**src/rtl/axi4_lite_read_slave.sv**
```systemverilog
// AXI4-Lite read-only slave: 16-word register window with ID, read counter
// and address-echo words, programmable wait latency and DECERR outside.
//
// Ports:
//   ACLK     in   1       clock
//   ARESETn  in   1       asynchronous active-low reset
//   araddr   in   ADDR_W  read address
//   arvalid  in   1       address valid
//   arprot   in   3       protection (ignored)
//   arready  out  1       address accepted (registered, high only in IDLE)
//   rdata    out  DATA_W  read data (registered, held until R handshake)
//   rresp    out  2       response: OKAY in window, DECERR outside
//   rvalid   out  1       read data valid
//   rready   in   1       master ready for data
module axi4_lite_read_slave #(
   parameter int                ADDR_W     = 24,
   parameter int                DATA_W     = 32,
   parameter logic [ADDR_W-1:0] BASE_ADDR  = 24'hAB0B0,
   parameter int                RD_LATENCY = 2
) (
   input  logic              ACLK,
   input  logic              ARESETn,
   input  logic [ADDR_W-1:0] araddr,
   input  logic              arvalid,
   input  logic [2:0]        arprot,
   output logic              arready,
   output logic [DATA_W-1:0] rdata,
   output logic [1:0]        rresp,
   output logic              rvalid,
   input  logic              rready
);

   localparam logic [1:0] IDLE = 2'd0;
   localparam logic [1:0] WAIT = 2'd1;
   localparam logic [1:0] RESP = 2'd2;

   localparam logic [1:0]  RESP_OKAY   = 2'b00;
   localparam logic [1:0]  RESP_DECERR = 2'b11;
   localparam logic [31:0] ID_WORD     = 32'hA0B0_5EED;
   localparam logic [7:0]  ECHO_TAG    = 8'hD0;

   localparam bit         HAS_WAIT = (RD_LATENCY > 0);
   localparam logic [2:0] LAT_INIT = 3'(RD_LATENCY);

   logic [1:0]        state;
   logic [ADDR_W-1:0] addr_q;
   logic [2:0]        lat_cnt;
   logic [31:0]       rd_cnt;

   logic              hit;
   logic [3:0]        idx;
   logic [DATA_W-1:0] rd_word;
   logic [1:0]        rd_resp;

   // protection bits carry no meaning for this window
   logic unused_prot;
   assign unused_prot = ^arprot;

   // Decode works on the captured address. rd_cnt cannot move while a
   // transaction is outstanding, so reading it here equals the value seen
   // at AR capture and never includes this read's own increment.
   always_comb begin
      hit     = (addr_q[ADDR_W-1:4] == BASE_ADDR[ADDR_W-1:4]);
      idx     = addr_q[3:0];
      rd_word = '0;
      rd_resp = RESP_DECERR;
      if (hit) begin
         rd_resp = RESP_OKAY;
         unique case (1'b1)
            (idx == 4'd0): rd_word = DATA_W'(ID_WORD);
            (idx == 4'd1): rd_word = DATA_W'(rd_cnt);
            default:       rd_word = DATA_W'({ECHO_TAG, addr_q});
         endcase
      end
   end

   always_ff @(posedge ACLK or negedge ARESETn) begin
      if (!ARESETn) begin
         state   <= IDLE;
         arready <= 1'b0;
         rvalid  <= 1'b0;
         rdata   <= '0;
         rresp   <= RESP_OKAY;
         rd_cnt  <= '0;
         lat_cnt <= '0;
         addr_q  <= '0;
      end else begin
         unique case (state)
            IDLE: begin
               if (arvalid && arready) begin
                  addr_q  <= araddr;
                  arready <= 1'b0;
                  if (HAS_WAIT) begin
                     state   <= WAIT;
                     lat_cnt <= LAT_INIT;
                  end else begin
                     state <= RESP;
                  end
               end else begin
                  // also raises arready on the first edge out of reset
                  arready <= 1'b1;
               end
            end
            WAIT: begin
               lat_cnt <= lat_cnt - 3'd1;
               if (lat_cnt == 3'd1) begin
                  state <= RESP;
               end
            end
            RESP: begin
               // first RESP edge loads the beat; it then holds until taken
               if (!rvalid) begin
                  rvalid <= 1'b1;
                  rdata  <= rd_word;
                  rresp  <= rd_resp;
               end else if (rready) begin
                  rvalid  <= 1'b0;
                  arready <= 1'b1;
                  state   <= IDLE;
                  if (rresp == RESP_OKAY) begin
                     rd_cnt <= rd_cnt + 32'd1;
                  end
               end
            end
            default: begin
               state   <= IDLE;
               arready <= 1'b0;
               rvalid  <= 1'b0;
            end
         endcase
      end
   end

endmodule

```
**config.mk**
```make
export PLATFORM = sky130hd
export DESIGN_NAME = axi4_lite_read_slave
export DESIGN_NICKNAME = d
export VERILOG_FILES = /design/src/rtl/axi4_lite_read_slave.sv
export SDC_FILE = /design/constraint.sdc
export NUM_CORES = 1
export LEC_CHECK = 0
export CAP_MARGIN = 20
export CORE_MARGIN = 1
export CORE_UTILIZATION = 50
export CTS_BUF_LIST = sky130_fd_sc_hd__clkbuf_4 sky130_fd_sc_hd__clkbuf_8
export DETAILED_ROUTE_END_ITERATION = 16
export GPL_TIMING_DRIVEN = 0
export PLACE_DENSITY = 0.76
export SLEW_MARGIN = 30
export SYNTH_ARGS = -nofsm -noshare
export SYNTH_HDL_FRONTEND = slang
export SYNTH_SLANG_ARGS = --single-unit
```
**constraint.sdc**
```tcl
create_clock -name ACLK -period 1.6 [get_ports ACLK]
set_clock_uncertainty 0.05 [all_clocks]
set_input_delay 0.4 -clock ACLK [delete_from_list [all_inputs] [get_ports ACLK]]
set_output_delay 0.4 -clock ACLK [all_outputs]
set_load 0.02 [all_outputs]
```
==> results of run 1 <==
## worst max-delay path: cells and delay by family, from the launching register on
family / cells / cell delay, ns
simple gates: 3 / 1.07
flops: 1 / 0.38
buf+inv: 1 / 0.18
compound gates: 1 / 0.17
## state kept, by name, summed over array words and instances (netlist names)
| register | count |
|---|---|
| rd_cnt | 32 |
| rdata | 32 |
| addr_q | 24 |
| lat_cnt | 3 |
| state | 2 |
| arready | 1 |
| rresp | 1 |
| rvalid | 1 |
## cell type report
cell class	count	area (µm²)
inverter	12	45.0
tap	105	131
buffer	18	151
clock inverter	4	53.8
timing repair buffer	96	966
sequential	96	2410
fill	580	2310
multi-input combinational	248	1990
clock buffer	11	151
## per-stage QoR
| step | cells | TNS [ns] | setup slack, ns | total power (W) | hold slack (ns) |
|---|---|---|---|---|---|
| after floorplan | 375 | -4.28 | -0.158 | 0.00450 | 0.0544 |
| after global placement | 543 | -357.09 | -3.71 | 0.00507 | 0.411 |
| after detailed placement | 544 | -35.19 | -0.614 | 0.00517 | 0.307 |
| after CTS | 575 | -13.29 | -0.337 | 0.00701 | 0.430 |
| after global routing | 590 | -20.31 | -0.403 | 0.00805 | 0.460 |
| final | 590 | -15.54 | -0.327 | 0.00766 | 0.430 |
## cell usage in the layout (no fill, tap or decap), types with 8 or more instances in the layout
master            n
inv_1            12
nor2_1           11
xor2_1           13
xnor2_1          16
a32o_1            9
mux2_4           23
nand4_1          13
buf_4            16
nand3b_1         10
clkdlybuf4s50_1  26
a21oi_1           8
buf_6            21
dlygate4sd2_1    32
dfrtp_1          91
o21ai_0          13
o21ai_1          20
nand2_1          32
clkbuf_8         11
## cells in the mapped netlist, types with 2 or more instances
cell | number | area [µm²]
or3b_1 | 2 | 17.5
mux2_2 | 25 | 282
a32o_1 | 9 | 90.1
clkbuf_1 | 10 | 37.5
nand2_1 | 35 | 131
nor4_1 | 6 | 37.5
and4_1 | 4 | 35.0
nand3b_1 | 10 | 75.1
buf_4 | 2 | 15.0
nor4_4 | 2 | 42.5
nor3_1 | 8 | 40.0
a21oi_1 | 8 | 40.0
ha_1 | 3 | 37.5
buf_1 | 2 | 7.51
inv_1 | 12 | 45.0
nand2b_1 | 4 | 25.0
a21boi_0 | 3 | 22.5
buf_6 | 4 | 45.0
nand4_1 | 13 | 81.3
o21ai_0 | 19 | 95.1
and2_1 | 2 | 12.5
dfrtp_1 | 96 | 2400
o21ai_1 | 20 | 100
xor2_1 | 13 | 114
nor2_1 | 13 | 48.8
xnor2_1 | 19 | 166
nand3_1 | 12 | 60.1
and3_1 | 4 | 25.0
and4b_1 | 2 | 20.0
## report_power, final
part	leakage (nW)	switching [W]	internal (W)
Clock	0.0976	0.000866	0.000803
Sequential	1.25	0.000377	0.00288
Combinational	1.47	0.00126	0.00149
## metal layers
metal  vias to the layer above  wire length [µm]
li1                       1552                 -
met4                         0               247
met5                         -                 0
met1                      1713              4630
met2                        93              5540
met3                        23               484
## logic make-up after synthesis
kind of cell | count (synthesis) | share of synthesized area, %
AOI/OAI and AO/OA | 62 | 8.69
xor gates and xnor gates | 32 | 6.58
adders and majority gates | 3 | 0.881
buffers and inverters | 31 | 3.64
DFF | 96 | 56.4
muxes | 25 | 6.61
and+or+nand+nor | 126 | 17.2
## repair_timing
item,in CTS,in global routing
hold buffers,1,0
resized for setup,85,56
endpoints found under the hold margin,44,0
cloned,0,4
buffers inserted,16,14
endpoints found under the setup margin,112,88
pin swaps,10,16
## path summary, 6_finish.rpt
kind,from,endpoint,cells past startpoint
worst max-delay path,addr_q[16],rdata[0],5
worst min-delay path,rd_cnt[31],rd_cnt[31],1
worst max register to register,addr_q[16],rdata[0],5
worst min register to register,rd_cnt[31],rd_cnt[31],1
max in group asynchronous,ARESETn,addr_q[23],3
min in group asynchronous,ARESETn,rd_cnt[23],2
==> results.md, run 1 <==
* Status: complete, but fails checks
* Failing checks: negative setup slack
* Clk pin slew, worst setup/hold paths at 0.09 ns
* Die extent in y at 94.3 µm
* NumNets Final at 515
* Via density at 5.73
* Fmax at 0.519 GHz
* Asr flop ratio synth at 100%
* Layout cell share with drive strength beyond 1 at 27.0%
* Layer with the highest usage: met2
* Mapped cell area at 4260 µm²
* Total Routing Usage GR at 24.9%
* Gpl congestion at 0.803
* Routed vias at 3,381
* Global route total overflow at 0
* DRT Pass-1 Iters at 4
* Port Buffers at 63
* Most used DFF post-synth: dfrtp_1
* # Max-Cap Violations at 0
* Area Growth Syn to Fin at 38.5%
* Global-route wire length before repair at 16,400 µm
* DRC Markers at 0
* Minimum clock period at 1.93 ns
* Die area at 8890 µm²
* LEAKAGE at 2.81 nW
* Core ar. at 8220 µm²
* Met1 Resource Use GR at 31.6%
* Slew @ Worst Pin at 0.663 ns
* Row cnt at 33
* Final setup viols at 85
* Placed inst area at 5110 µm²
* Worst R2R Setup Slack at -0.33 ns
* DRT iter0 DRCs at 221
* Wirelength, routed at 10,900 µm
* DP HPWL at 6960 µm
* WS Path Type: reg2reg
* Core Util, Final at 71.8%
* GR met3 Demand/Resource at 6.23%
* Antenna diodes at 0
* I/O pin count at 67
* Fin worst setup slack at -0.327 ns
* Final Max Slew Viols at 0
* RSZ-0062 raised after global routing: true
* Crit path launch type: flip-flop
* Largest net degree at the start of global routing at 53
* CP max-delay cell: or4bb_1
* GR Layer Usage met2 at 40.3%
* H-tree depth at 3
* Worst VDD drop at 1.11 mV
* Cell variety after synth at 42
* Syn. warnings at 0
* Post-Syn Instances at 375
* Fin. Hold Viols at 0
* CP max FO at 4
* Syn_area_per_cell at 11.4 µm²
* Worst-Skew Late Latency at 0.36 ns
* Post-synth EDFFs at 0
* Vias in the first global route at 3,306
* CTS max path bufs at 2
* TritonCTS Buffers at 9
* Clock sink count at 96
* CP Data Required Time at 1.83 ns
* Initial antenna violation count at 0
* Critical Path, Cell by Cell: or4bb_1 -> nor4_4 -> nand3_2 -> buf_4 -> o31ai_2
* Pwr Density at 1300 nW/µm²
* Root Driver: clkbuf_8
* Synth Net Count at 409
* CTS tree: built
* Crit path DAT at 2.16 ns
* Post-route cell area at 5900 µm²
* Final Cycle Share at 120%
* Die width at 94.3 µm
* Register area share after synthesis at 56.4%
* Min-Delay Path Class: reg2reg
* Crit-path max cell delay at 0.55 ns
* Initial cell density of the core at 51.9%
* Slew Limit Headroom at 55.8%
* Wire length per cell at 18.5 µm
* Setup crit end kind: flip-flop
* Antenna viol nets, final at 0
* #FFs+latches synth at 96
Note: power is estimated with default switching activity, not from simulation.
==> run 2, diff against run 1 <==
--- a/config.mk
+++ b/config.mk
@@ -7,11 +7,12 @@
 export LEC_CHECK = 0
 export CAP_MARGIN = 20
 export CORE_MARGIN = 1
-export CORE_UTILIZATION = 50
-export CTS_BUF_LIST = sky130_fd_sc_hd__clkbuf_4 sky130_fd_sc_hd__clkbuf_8
+export CORE_UTILIZATION = 44
+export CTS_BUF_LIST = sky130_fd_sc_hd__clkbuf_16
 export DETAILED_ROUTE_END_ITERATION = 16
 export GPL_TIMING_DRIVEN = 0
-export PLACE_DENSITY = 0.76
+export HOLD_SLACK_MARGIN = 0.06
+export PLACE_DENSITY = 0.68
 export SLEW_MARGIN = 30
 export SYNTH_ARGS = -nofsm -noshare
 export SYNTH_HDL_FRONTEND = slang
==> run 2 against run 1 <==
Effect of this change: the flow still finishes with violations (negative setup slack); first-iteration DRC count shrank 29%; global-route usage shrank 2.2 points; register-to-register slack is essentially flat; final cell count grew 4.6%; utilization shrank 7.5 points; non-clock buffer count grew 2; critical endpoint is now rdata[16]; largest cell class unchanged.
==> results.md, run 2 (synthesized netlist as in run 1, its figures left out) <==
* Status: complete, but fails checks (unchanged)
* Failing checks: negative setup slack (unchanged)
* Post-route cell area at 6000 µm² (was 5900 µm²)
* Initial cell density of the core at 45.7% (was 51.9%)
* Cell Int Power at 0.00542 W (was 0.00516 W)
* Final Max Slew Viols at 0 (unchanged)
* Met1 Resource Use GR at 30.0% (was 31.6%)
* Most frequent cells in the layout: dfrtp_1, dlygate4sd2_1, nand2_1, clkdlybuf4s50_1, buf_4 (was dfrtp_1, nand2_1, dlygate4sd2_1, clkdlybuf4s50_1, mux2_4)
* CTS tree: built (unchanged)
* Antenna diodes at 0 (unchanged)
* Minimum clock period at 1.94 ns (was 1.93 ns)
* Fillers at 743 (was 580)
* Crit-path max cell delay at 0.55 ns (about the same)
* CP Data Required Time at 1.82 ns (was 1.83 ns)
* Wire length per cell at 17.4 µm (was 18.5 µm)
* Pwr Density at 1300 nW/µm² (about the same)
* Die extent in y at 100 µm (was 94.3 µm)
* Area Growth Syn to Fin at 40.8% (was 38.5%)
* Non-filler cells, final at 617 (was 590)
* Slew @ Worst Pin at 0.635 ns (was 0.663 ns)
* Global route total overflow at 0 (unchanged)
* Worst VDD drop at 0.898 mV (was 1.11 mV)
* TritonCTS Buffers at 9 (unchanged)
* LEAKAGE at 2.86 nW (was 2.81 nW)
* Fin worst setup slack at -0.337 ns (was -0.327 ns)
* DRT Pass-1 Iters at 4 (unchanged)
* Fmax at 0.516 GHz (was 0.519 GHz)
* Core Util, Final at 64.3% (was 71.8%)
* Row cnt at 35 (was 33)
* DRT iter0 DRCs at 156 (was 221)
* Antenna viol nets, final at 0 (unchanged)
* Initial antenna violation count at 0 (unchanged)
* Die area at 10,100 µm² (was 8890 µm²)
* CTS max path bufs at 2 (unchanged)
* Wirelength, routed at 10,800 µm (was 10,900 µm)
* Comb power frac at 26.9% (was 35.8%)
* Place WS at -0.639 ns (was -0.614 ns)
* Slew Limit Headroom at 57.6% (was 55.8%)
* WS Path Type: reg2reg (unchanged)
* Net Sw Power at 0.00235 W (was 0.00250 W)
* Clock power share at 31.3% (was 21.8%)
* Fin. Hold Viols at 0 (unchanged)
* Setup crit end kind: flip-flop (unchanged)
* Clk pin slew, worst setup/hold paths at 0.07 ns (was 0.09 ns)
* Placed Instances at 568 (was 544)
* Via density at 5.40 (was 5.73)
* Routed vias at 3,332 (was 3,381)
* I/O pin count at 67 (unchanged)
* Layer with the highest usage: met2 (unchanged)
* Crit path launch type: flip-flop (unchanged)
* Placed inst area at 5140 µm² (was 5110 µm²)
* Register share of total power at 41.8% (was 42.4%)
* Total Routing Usage GR at 22.7% (was 24.9%)
* Clock sink count at 96 (unchanged)
* RSZ-0062 raised after global routing: true (unchanged)
* Largest net degree at the start of global routing at 50 (was 53)
* Core ar. at 9330 µm² (was 8220 µm²)
* Layout cell share with drive strength beyond 1 at 29.7% (was 27.0%)
* DP HPWL at 6890 µm (was 6960 µm)
* Root Driver: clkbuf_16 (was clkbuf_8)
* DRC Markers at 0 (unchanged)
* Final Cycle Share at 121% (was 120%)
* Worst-Skew Late Latency at 0.34 ns (was 0.36 ns)
* Crit path DAT at 2.16 ns (about the same)
* CP max-delay cell: or4_4 (was or4bb_1)
* Port Buffers at 63 (unchanged)
* Die width at 100 µm (was 94.3 µm)
* CP Buf/Inv Count at 1 (unchanged)
* Global-route wire length before repair at 17,200 µm (was 16,400 µm)
* CP top delay family: simple AND/OR/NAND/NOR gates (unchanged)
* Sw frac at 30.3% (was 32.6%)
* Area of the multi-input gates at 1990 µm² (about the same)
* H-tree depth at 3 (unchanged)
* Most common cell after layout, fill and taps aside: dfrtp_1 (unchanged)
* Top flop regs: rd_cnt: 32 flops, rdata: 32 flops, addr_q: 24 flops (unchanged)
* FF/Latch Area at 2410 µm² (about the same)
* GR Layer Usage met2 at 37.2% (was 40.3%)
* GR met3 Demand/Resource at 4.18% (was 6.23%)
* NumNets Final at 517 (was 515)
* Critical Path, Cell by Cell: or4_4 -> nor4_4 -> and3_1 -> buf_6 -> a32o_1 (was or4bb_1 -> nor4_4 -> nand3_2 -> buf_4 -> o31ai_2)
* Final setup viols at 59 (was 85)
* CP max FO at 10 (was 4)
* Min-Delay Path Class: reg2reg (unchanged)
* Vias in the first global route at 3,418 (was 3,306)
* Gpl congestion at 0.801 (was 0.803)
* # Max-Cap Violations at 0 (unchanged)
-- run 2: routing by layer --
| layer | wire length, µm | part of all wire [%] | up-vias |
|---|---|---|---|
| met3 | 561 | 5.2 | 17 |
| met1 | 4580 | 43 | 1669 |
| met4 | 166 | 1.5 | 0 |
| met2 | 5450 | 51 | 97 |
| met5 | 0 | 0 | - |
| li1 | - | - | 1549 |
-- run 2: what timing repair did --
item	4_1_cts	5_1_grt
gates cloned	2	0
pin swaps	27	11
gates resized for setup	107	19
endpoints found under the setup margin	113	86
hold buffers	1	0
buffers inserted	24	8
endpoints found under the hold margin	47	0
-- run 2: cell type report --
cell class | instances | share of cell area, %
timing repair buffer | 99 | 15.4
tap | 129 | 2.69
clock inverter | 7 | 1.88
clock buffer | 9 | 3.75
inverter | 12 | 0.751
multi-input combinational | 248 | 33.2
sequential | 96 | 40.2
buffer | 17 | 2.07
-- run 2: final timing paths --
kind | slack (ns) | endpoint | depth (start not counted) | startpoint
min in group asynchronous | 0.51 | rdata[19] | 2 | ARESETn
setup reg to reg | -0.34 | rdata[16] | 5 | addr_q[21]
max in group asynchronous | 0.39 | rd_cnt[8] | 3 | ARESETn
setup / recovery | -0.34 | rdata[16] | 5 | addr_q[21]
hold / removal | 0.43 | rdata[10] | 2 | rdata[10]
hold reg to reg | 0.43 | rdata[10] | 2 | rdata[10]
-- run 2: through the flow --
| stage | TNS (ns) | hold slack [ns] | total power (W) |
|---|---|---|---|
| 3_5_place_dp | -35.74 | 0.322 | 0.00512 |
| 2_1_floorplan | -4.28 | 0.0544 | 0.00450 |
| 6_report | -13.32 | 0.431 | 0.00777 |
| 3_3_place_gp | -367.80 | 0.416 | 0.00506 |
| 4_1_cts | -14.12 | 0.430 | 0.00764 |
| 5_1_grt | -17.88 | 0.440 | 0.00816 |
-- run 2: power groups by stage --
stage	clock network, W	registers [W]	logic [W]
6_report	0.00243	0.00325	0.00209
3_5_place_dp	0	0.00329	0.00183
4_1_cts	0.00244	0.00324	0.00195
5_1_grt	0.00255	0.00330	0.00231
2_1_floorplan	0	0.00319	0.00130
3_3_place_gp	0	0.00328	0.00178
-- run 2: worst min-delay path, delay by kind of cell (launching register included) --
kind / cells / cell delay, ns
flip-flops: 1 / 0.34
AND/OR/NAND/NOR: 1 / 0.05
AO/OA/AOI/OAI: 1 / 0.06
